File: src/rtl/game_pkg.sv
// Shared constants for the number-guessing game controller: state codes,
// round defaults and status-bar pictures.
package game_pkg;

   localparam int unsigned ROUND_TIME_DEF = 9;
   localparam int unsigned NUM_ROUNDS_DEF = 3;
   localparam int unsigned STATE_W        = 3;
   localparam int unsigned TIME_W         = 4;
   localparam int unsigned NUM_W          = 7;
   localparam int unsigned LED_W          = 16;

   localparam logic [2:0] ST_IDLE   = 3'd0;
   localparam logic [2:0] ST_GREET  = 3'd1;
   localparam logic [2:0] ST_ROUND1 = 3'd2;
   localparam logic [2:0] ST_ROUND2 = 3'd3;
   localparam logic [2:0] ST_ROUND3 = 3'd4;
   localparam logic [2:0] ST_WIN    = 3'd5;
   localparam logic [2:0] ST_LOSE   = 3'd6;

   localparam logic [LED_W-1:0] LED_OFF   = 16'h0000;
   localparam logic [LED_W-1:0] LED_GREET = 16'h8001;
   localparam logic [LED_W-1:0] LED_WIN   = 16'hFFFF;

   // Thermometer bar: the low t bits set.
   function automatic logic [LED_W-1:0] led_thermo(input logic [TIME_W-1:0] t);
      return LED_W'((32'd1 << t) - 32'd1);
   endfunction

endpackage

File: src/rtl/round_timer.sv
// Per-round countdown: load to the round time, decrement on tick, clear to 0.
// Also exposes its next value so the owner can register derived outputs.
module round_timer
   import game_pkg::*;
#(
   parameter int unsigned LOAD_VAL = ROUND_TIME_DEF
) (
   input  logic              clk,
   input  logic              rst,
   input  logic              load_i,
   input  logic              tick_i,
   input  logic              clear_i,
   output logic [TIME_W-1:0] time_left_o,
   output logic [TIME_W-1:0] time_left_nxt_c,
   output logic              expired_c
);

   logic [TIME_W-1:0] time_left_q, time_left_d;

   always_comb begin
      time_left_d = time_left_q;
      if (clear_i)
         time_left_d = '0;
      else if (load_i)
         time_left_d = TIME_W'(LOAD_VAL);
      else if (tick_i && (time_left_q != '0))
         time_left_d = time_left_q - TIME_W'(1);
   end

   always_ff @(posedge clk) begin
      if (rst) time_left_q <= '0;
      else     time_left_q <= time_left_d;
   end

   assign time_left_o     = time_left_q;
   assign time_left_nxt_c = time_left_d;
   assign expired_c       = (time_left_q == '0);

endmodule

File: src/rtl/game_ctrl.sv
// Three-round number-guessing game controller: greets, runs timed rounds,
// and reports win/lose with registered display and beep outputs.
module game_ctrl
   import game_pkg::*;
#(
   parameter int unsigned ROUND_TIME = ROUND_TIME_DEF,
   parameter int unsigned NUM_ROUNDS = NUM_ROUNDS_DEF
) (
   input  logic               clk,
   input  logic               rst,
   input  logic               start,
   input  logic               sure,
   input  logic [NUM_W-1:0]   sw,
   input  logic [NUM_W-1:0]   rand_num,
   input  logic               tick_1hz,
   output logic [STATE_W-1:0] state,
   output logic [1:0]         round,
   output logic [NUM_W-1:0]   target,
   output logic [TIME_W-1:0]  time_left,
   output logic [LED_W-1:0]   led,
   output logic               rand_req,
   output logic               beep_ok,
   output logic               beep_fail
);

   localparam logic [2:0] ST_LAST = 3'(32'(ST_ROUND1) + NUM_ROUNDS - 32'd1);

   logic [STATE_W-1:0] state_q, state_d;
   logic [1:0]         round_q, round_d;
   logic [NUM_W-1:0]   target_q, target_d;
   logic [LED_W-1:0]   led_q, led_d;
   logic               rand_req_q, rand_req_d;
   logic               beep_ok_q, beep_ok_d;
   logic               beep_fail_q, beep_fail_d;

   logic               tmr_load, tmr_tick, tmr_clear, tmr_expired;
   logic [TIME_W-1:0]  tmr_nxt;

   round_timer #(.LOAD_VAL(ROUND_TIME)) u_timer (
      .clk             (clk),
      .rst             (rst),
      .load_i          (tmr_load),
      .tick_i          (tmr_tick),
      .clear_i         (tmr_clear),
      .time_left_o     (time_left),
      .time_left_nxt_c (tmr_nxt),
      .expired_c       (tmr_expired)
   );

   // Next-state and pulse decode; start low dominates, then sure, then tick.
   always_comb begin
      state_d     = state_q;
      target_d    = target_q;
      tmr_load    = 1'b0;
      tmr_tick    = 1'b0;
      tmr_clear   = 1'b0;
      rand_req_d  = 1'b0;
      beep_ok_d   = 1'b0;
      beep_fail_d = 1'b0;
      if (!start) begin
         state_d   = ST_IDLE;
         target_d  = '0;
         tmr_clear = 1'b1;
      end else begin
         case (state_q)
            ST_IDLE: state_d = ST_GREET;
            ST_GREET: begin
               if (sure) begin
                  state_d    = ST_ROUND1;
                  target_d   = rand_num;
                  tmr_load   = 1'b1;
                  rand_req_d = 1'b1;
               end
            end
            ST_ROUND1, ST_ROUND2, ST_ROUND3: begin
               if (sure) begin
                  if (sw == target_q) begin
                     beep_ok_d = 1'b1;
                     if (state_q == ST_LAST) begin
                        state_d = ST_WIN;
                     end else begin
                        state_d    = state_q + 3'd1;
                        target_d   = rand_num;
                        tmr_load   = 1'b1;
                        rand_req_d = 1'b1;
                     end
                  end else begin
                     state_d     = ST_LOSE;
                     beep_fail_d = 1'b1;
                  end
               end else if (tick_1hz) begin
                  if (tmr_expired) begin
                     state_d     = ST_LOSE;
                     beep_fail_d = 1'b1;
                  end else begin
                     tmr_tick = 1'b1;
                  end
               end
            end
            ST_WIN, ST_LOSE: begin
               if (sure) begin
                  state_d   = ST_GREET;
                  target_d  = '0;
                  tmr_clear = 1'b1;
               end
            end
            default: begin
               state_d   = ST_IDLE;
               target_d  = '0;
               tmr_clear = 1'b1;
            end
         endcase
      end
   end

   // Display outputs follow the next state so they line up with it.
   always_comb begin
      round_d = 2'd0;
      led_d   = LED_OFF;
      case (state_d)
         ST_GREET: led_d = LED_GREET;
         ST_WIN:   led_d = LED_WIN;
         ST_ROUND1, ST_ROUND2, ST_ROUND3: begin
            round_d = 2'(state_d - 3'd1);
            led_d   = led_thermo(tmr_nxt);
         end
         default: led_d = LED_OFF;
      endcase
   end

   always_ff @(posedge clk) begin
      if (rst) begin
         state_q     <= ST_IDLE;
         round_q     <= 2'd0;
         target_q    <= '0;
         led_q       <= LED_OFF;
         rand_req_q  <= 1'b0;
         beep_ok_q   <= 1'b0;
         beep_fail_q <= 1'b0;
      end else begin
         state_q     <= state_d;
         round_q     <= round_d;
         target_q    <= target_d;
         led_q       <= led_d;
         rand_req_q  <= rand_req_d;
         beep_ok_q   <= beep_ok_d;
         beep_fail_q <= beep_fail_d;
      end
   end

   assign state     = state_q;
   assign round     = round_q;
   assign target    = target_q;
   assign led       = led_q;
   assign rand_req  = rand_req_q;
   assign beep_ok   = beep_ok_q;
   assign beep_fail = beep_fail_q;

endmodule

File: config.mk
export PLATFORM = sky130hd
export DESIGN_NAME = game_ctrl
export DESIGN_NICKNAME = d
export VERILOG_FILES = /design/src/rtl/game_pkg.sv /design/src/rtl/round_timer.sv /design/src/rtl/game_ctrl.sv
export SDC_FILE = /design/constraint.sdc
export NUM_CORES = 1
export LEC_CHECK = 0
export ABC_AREA = 1
export CAP_MARGIN = 10
export CELL_PAD_IN_SITES_DETAIL_PLACEMENT = 1
export CELL_PAD_IN_SITES_GLOBAL_PLACEMENT = 2
export CORE_ASPECT_RATIO = 1.75
export CORE_MARGIN = 1
export CORE_UTILIZATION = 23
export CTS_CLUSTER_DIAMETER = 80
export DETAILED_ROUTE_END_ITERATION = 8
export PLACE_DENSITY = 0.77
export SLEW_MARGIN = 25
export SYNTH_ARGS = -nofsm -noshare
export SYNTH_HDL_FRONTEND = slang
export SYNTH_HIERARCHICAL = 1
export SYNTH_SLANG_ARGS = --single-unit
File: constraint.sdc
create_clock -name clk -period 2.95 [get_ports clk]
set_input_delay 0.295 -clock clk [delete_from_list [all_inputs] [get_ports clk]]
set_output_delay 0.295 -clock clk [all_outputs]
set_load 0.01 [all_outputs]
======== Word-level counts from Yosys, hierarchy flattened ========
Cells that the tools add are included.
word-level totals
  input port bits ......................... 19
  output and inout port bits .............. 35
  register bits ........................... 35
  word-level logic and storage cells ...... 85
cells by class
  equality and inequality tests ........... 17
  muxes and demuxes ....................... 37
  reductions and logical operators ........ 13
  add/sub/neg operators ................... 4
  bitwise operators ....................... 5
  shift-type cells ........................ 1
operator list
  operator                 count
  $pmux W16 S3             1
  $mux W7                  5
  $pmux W7 S4              1
  $mux W3                  8
  $mux W1                  16
  $shl A1 B4 Y16 const A   1
  $sub A16 B1 Y16 const B  1
  $eq A3 B3 Y1 const B     5
  $eq A3 B2 Y1 const B     4
  $mux W4                  3
  $pmux W3 S4              1
  $ne A2 B2 Y1 const B     5
  $reduce_or A3 Y1         3
  $eq A7 B7 Y1             1
  $eq A3 B1 Y1 const B     2
  $reduce_and A6 Y1        1
  $reduce_or A2 Y1         3
  $not A1 Y1               5
  $reduce_or A5 Y1         1
  $logic_not A4 Y1         1
  $pmux W1 S2              2
  $reduce_bool A4 Y1       1
  $reduce_or A4 Y1         1
  $sub A4 B1 Y4 const B    1
  other kinds (4)          4

======== Longest topological paths before layout ========
  word-level depth ........................ 13
  gate-level depth with buffers ........... 23
  mapped depth without buffers ............ 23

======== Modules after synthesis ========
The synthesis kept the hierarchy.
by module, submodules not included
  module       cells each  times used  area an instance (sq um)  seq. area each (sq um)
  game_ctrl    238         1           1719.1                    620.6
  round_timer  44          1           270.3                     80.1

======== Worst setup path before layout ========
OpenSTA, ideal clock, no wires.
  kind .................................... register to register
  from .................................... register state_q[0], in the netlist state[0]
  to ...................................... register led_q[14], in the netlist led[14]
  stages on the path, launching flop included .. 22
  buffers on the path ..................... 0
  required time ........................... 2823 ps
  period minus slack after synthesis ...... 2850 ps
  setup time .............................. 127 ps
  data arrival time ....................... 2723 ps
  setup slack ............................. 100 ps
  path through ............................ dfxtp_1 > inv_1 > ha_1 > inv_1 > nor2_2 > nor2_2 > nand2_2 > nand2_1 > nor3_1 > a21oi_1 > nor2_1 > nor2_1 > nand2_1 > nor2_1 > nor2_1 > nand2_1 > nor2_1 > inv_1 > ha_1 > o211ai_1 > o21ai_0 > o21ai_0
on the way
  cells in the longest elaborated chain, start to end .. 11
  elaborated cells between the ends (all ways) .. 42
  classes of those cells .................. add/sub: 2; eq/ne: 11; shift: 1; mux: 22; reduce/logical: 6
RTL lines
  element                                                    line                                RTL
  start: declaration                                         game_ctrl.sv:28                     logic [STATE_W-1:0] state_q, state_d;
  start signal: assignment                                   game_ctrl.sv:141                    state_q <= state_d;
  $eq A3 B3 Y1 / $eq A3 B2 Y1 (equally long branches)        game_ctrl.sv:65, game_ctrl.sv:79
  $mux W1 / $reduce_or A3 Y1 (equally long branches)         game_ctrl.sv:79, game_ctrl.sv:65
  $mux W1 (on tied branches)                                 game_ctrl.sv:77, game_ctrl.sv:65
  $mux W1 (on tied branches)                                 game_ctrl.sv:76, game_ctrl.sv:60
  $pmux W1 S2 / $logic_and A1 B1 Y1 (equally long branches)  game_ctrl.sv:65, round_timer.sv:26
  $mux W1 / $mux W4 (equally long branches)                  game_ctrl.sv:60, round_timer.sv:26
  $mux W4                                                    round_timer.sv:24                   else if (load_i)
  $mux W4 *                                                  round_timer.sv:22                   if (clear_i)
  net tmr_nxt[1]                                             game_ctrl.sv:37                     logic [TIME_W-1:0] tmr_nxt;
  $shl A1 B4 Y16 *                                           game_pkg.sv:26                      return LED_W'((32'd1 << t) - 32'd1);
  $sub A16 B1 Y16 *                                          game_pkg.sv:26
  $pmux W16 S3 *                                             game_ctrl.sv:120                    case (state_d)
  end signal: assignment                                     game_ctrl.sv:144                    led_q <= led_d;
  end: declaration                                           game_ctrl.sv:31                     logic [LED_W-1:0] led_q, led_d;
Mark *: on every way through the listed nets, which the timed path passes. The rest lies on a longest branch.
A chain may end at the register's enable or synchronous reset.

======== Final worst setup path ========
  from .................................... register state_q[0], in the netlist state[0]
  to ...................................... register led_q[6], in the netlist led[6]
The elaborated chain is that of the path after synthesis.

==> impl_metrics.toml <==
[flow_run]
cap_violations = 0

[floorplan]
fp.dieH_um = 125
fp.dieW_um = 72.3
initial_core_util_pct = 23.8
dieArea_um2 = 9040
core_area_um2 = 8370
num_rows = 44
io_pins = 54

[logic_synthesis]
seq_area_frac_synth_pct = 35.2
ys_ff_latch = 35
synth_top_area_share_pct = 35.2
synth_area_um2 = 1990
synthesis.nets = 312
ys_types = 31
yosysWarnings = 6
yosysTopAreaCell = "dfxtp_1"
synth_cells = 282
ys.flop_type = "dfxtp_1"
yosys-top-cells-area = "dfxtp_1 (35%), nand2_1 (11%), inv_1 (8.7%)"
synthArstFlopShare_pct = 0
avgSynthCellArea_um2 = 7.05
synth_edf_count = 0

[final_layout]
fillerInstances = 1077
final_common_cell = "clkdlybuf4s50_1"
n_antenna_cell = 0
drive_gt1_share_pct = 24.3
layout_common_cells = "clkdlybuf4s50_1 (53), nand2_1 (48), inv_1 (40)"
num-nets-final = 403
syn2layout_area_growth_pct = 58.6

[grt]
grt_pass1_wl_um = 10300
grt_max_degree = 15
grt-ovfl-total = 0
first_global_vias = 2206
grtUsageTotal_pct = 14.9
antenna_found_initial = 0

[power]
p_per_area_nw_per_um2 = 373
seq_power_share_pct = 41.2
leakage_uw = 0.00137
p_clk_share_pct = 44.2
swShare_pct = 26.1
p_comb_share_pct = 14.6
ir_drop_uv = 249
p_sw_uw = 307
power.internal_uw = 871
finalPower_uw = 1180

[clocking]
cts_tree = "done"
hold_buffers = 0
clk_path_buf_depth = 2
clock-sinks = 35
cts_made_buffers = 5
clk_latency_ps = 290
clk_pin_slew_worst_paths_ps = 60
htree_num_levels = 2
clock-root-buffer = "clkbuf_16"

[worst_setup_path]
r2r_slack_ps = 210
criticalPathCategory = "register to register"
critPathLaunchType = "register"
crit_path_max_incr_delay_ps = 360
required_ps = 3110
crit_family = "simple AND/OR/NAND/NOR gates"
path_buf_inv = 3
cp_cell_sequence = "ha_1 > ha_1 > nor2_2 > nand2_2 > nand2_2 > nor3_2 > a21oi_2 > nor2_2 > inv_1 > nand3_2 > nand2_2 > inv_4 > nor2_4 > nand2_2 > nor2_2 > inv_1 > ha_4 > o211ai_1 > xnor2_1 > o21ai_0"
path_max_fanout = 5
r2r_start = "state[0]"
endpoint_kind = "register"
r2r_end = "led[6]"
r2r_cells = 20
worst_path_most_repeated_cell = "nand2_2"
worst_path_max_delay_cell = "dfxtp_4"
cp.arrival_ps = 2900

[route]
drt-total-wl_um = 6340
drcViolationCount = 0
dr_total_vias = 2128
drtPass1Iterations = 4
wl_per_cell_um = 13.0
avgViaCountPerCell = 4.35
final_antenna_net_count = 0
drt_iter0_drc = 38

[sta]
hold_viol = 0
layout_min_cycle_time_ps = 2740
final-setup-viol-count = 0
drv_slew = 0
max_freq_ghz = 0.366
relSlewSlack_pct = 61.6
min_period_over_period_pct = 92.7
clock_skew_ps = 4.03
tns_ps = 0
tightest_slew_ps = 574

[worst_hold_path]
hold_end = "target[3]"
min_from = "target[3]"
hold_depth = 2
hold_class = "register to register"

[placement]
place.gp.congestion = 0.869
io_buffers = 53
place.detailed.hpwl_um = 5200

[outcome]
outcome = "finished clean"
-- cell type report --
class                           count  area (um^2)  share of cell area (%)
Tap cell                          115          144                    4.56
Inverter                           49          195                    6.19
Sequential cell                    35          706                    22.4
Timing Repair Buffer               86          778                    24.7
Clock inverter                      3         20.0                   0.634
Multi-Input combinational cell    196         1190                    37.6
Clock buffer                        5          125                    3.97
-- cell families after synthesis --
logic type / after synthesis / share of synthesized area (%)
AND/OR/NAND/NOR: 133 / 30.8
buffers and inverters: 51 / 10.2
AO/OA/AOI/OAI: 44 / 13.4
flip-flops: 35 / 35.2
XOR/XNOR: 8 / 3.52
adder cells (fa/ha/maj): 11 / 6.92
-- layer usage --
layer | vias up | global-route usage (%) | part of all wire, %
met5 | - | 0 | 0
met4 | 0 | 6.23 | 2.0
met3 | 8 | 2.82 | 3.7
met2 | 47 | 30.6 | 59
met1 | 997 | 13.3 | 35
li1 | 1076 | - | -
-- timing repair --
action / in CTS / in global routing
pin swaps: 2 / 10
resized for setup: 10 / 32
endpoints found under the setup margin: 4 / 7
cloned: 0 / 0
setup buffers: 0 / 5
-- power groups by stage --
stage | registers (uW) | clock network (uW) | logic [uW]
after floorplan | 499 | 0 | 80.4
after global placement | 496 | 0 | 163
after detailed placement | 496 | 0 | 165
after CTS | 486 | 545 | 167
after global routing | 486 | 555 | 192
final | 486 | 521 | 172
-- sequential cells by signal, summed over array words and instances, names as in the netlist --
signal / cells
rand_req: 1
led: 16
round: 2
beep_fail: 1
u_timer/time_left_o: 4
state: 3
target: 7
beep_ok: 1
-- cells in the mapped netlist (2+ instances only) --
library cell	instances
nand2_1	57
inv_1	46
dfxtp_1	35
nor2_1	31
nand3_1	24
a21oi_1	19
o21ai_0	13
ha_1	11
nor3_1	6
xnor2_1	6
a211oi_1	3
nand2_4	3
nand3_2	3
nor2_2	3
a21oi_4	2
nand2_2	2
o22ai_1	2
o31ai_1	2
xor2_1	2
-- worst min-delay path, cell delays in order, from the launching register on --
cell,delay [ps]
dfxtp_1,330
nand2_1,70
a21oi_1,50
-- per-stage QoR --
stage / area (um^2) / instances / hold slack (ps) / worst slack, ps / util, %
after floorplan: 1990 / 282 / 362 / 99.7 / -
after global placement: 2860 / 476 / 484 / -73.9 / 34.2
after detailed placement: 2860 / 476 / 492 / -135 / 34.2
after CTS: 3020 / 484 / 501 / 12.1 / 36.1
after global routing: 3160 / 489 / 527 / -7.52 / 37.7
final: 3160 / 489 / 496 / 214 / 37.7
-- how the worst max path moves through the flow --
stage                        start  cells past startpoint      end  slack, ps
after floorplan           state[0]                     21  led[14]        100
after global placement    state[1]                     22  led[14]        -70
after detailed placement  state[0]                     22   led[6]       -140
after CTS                 state[0]                     23  led[14]         10
after global routing      state[0]                     23   led[6]         -8
final                     state[0]                     20   led[6]        210
(Power assumes the default switching activity.)
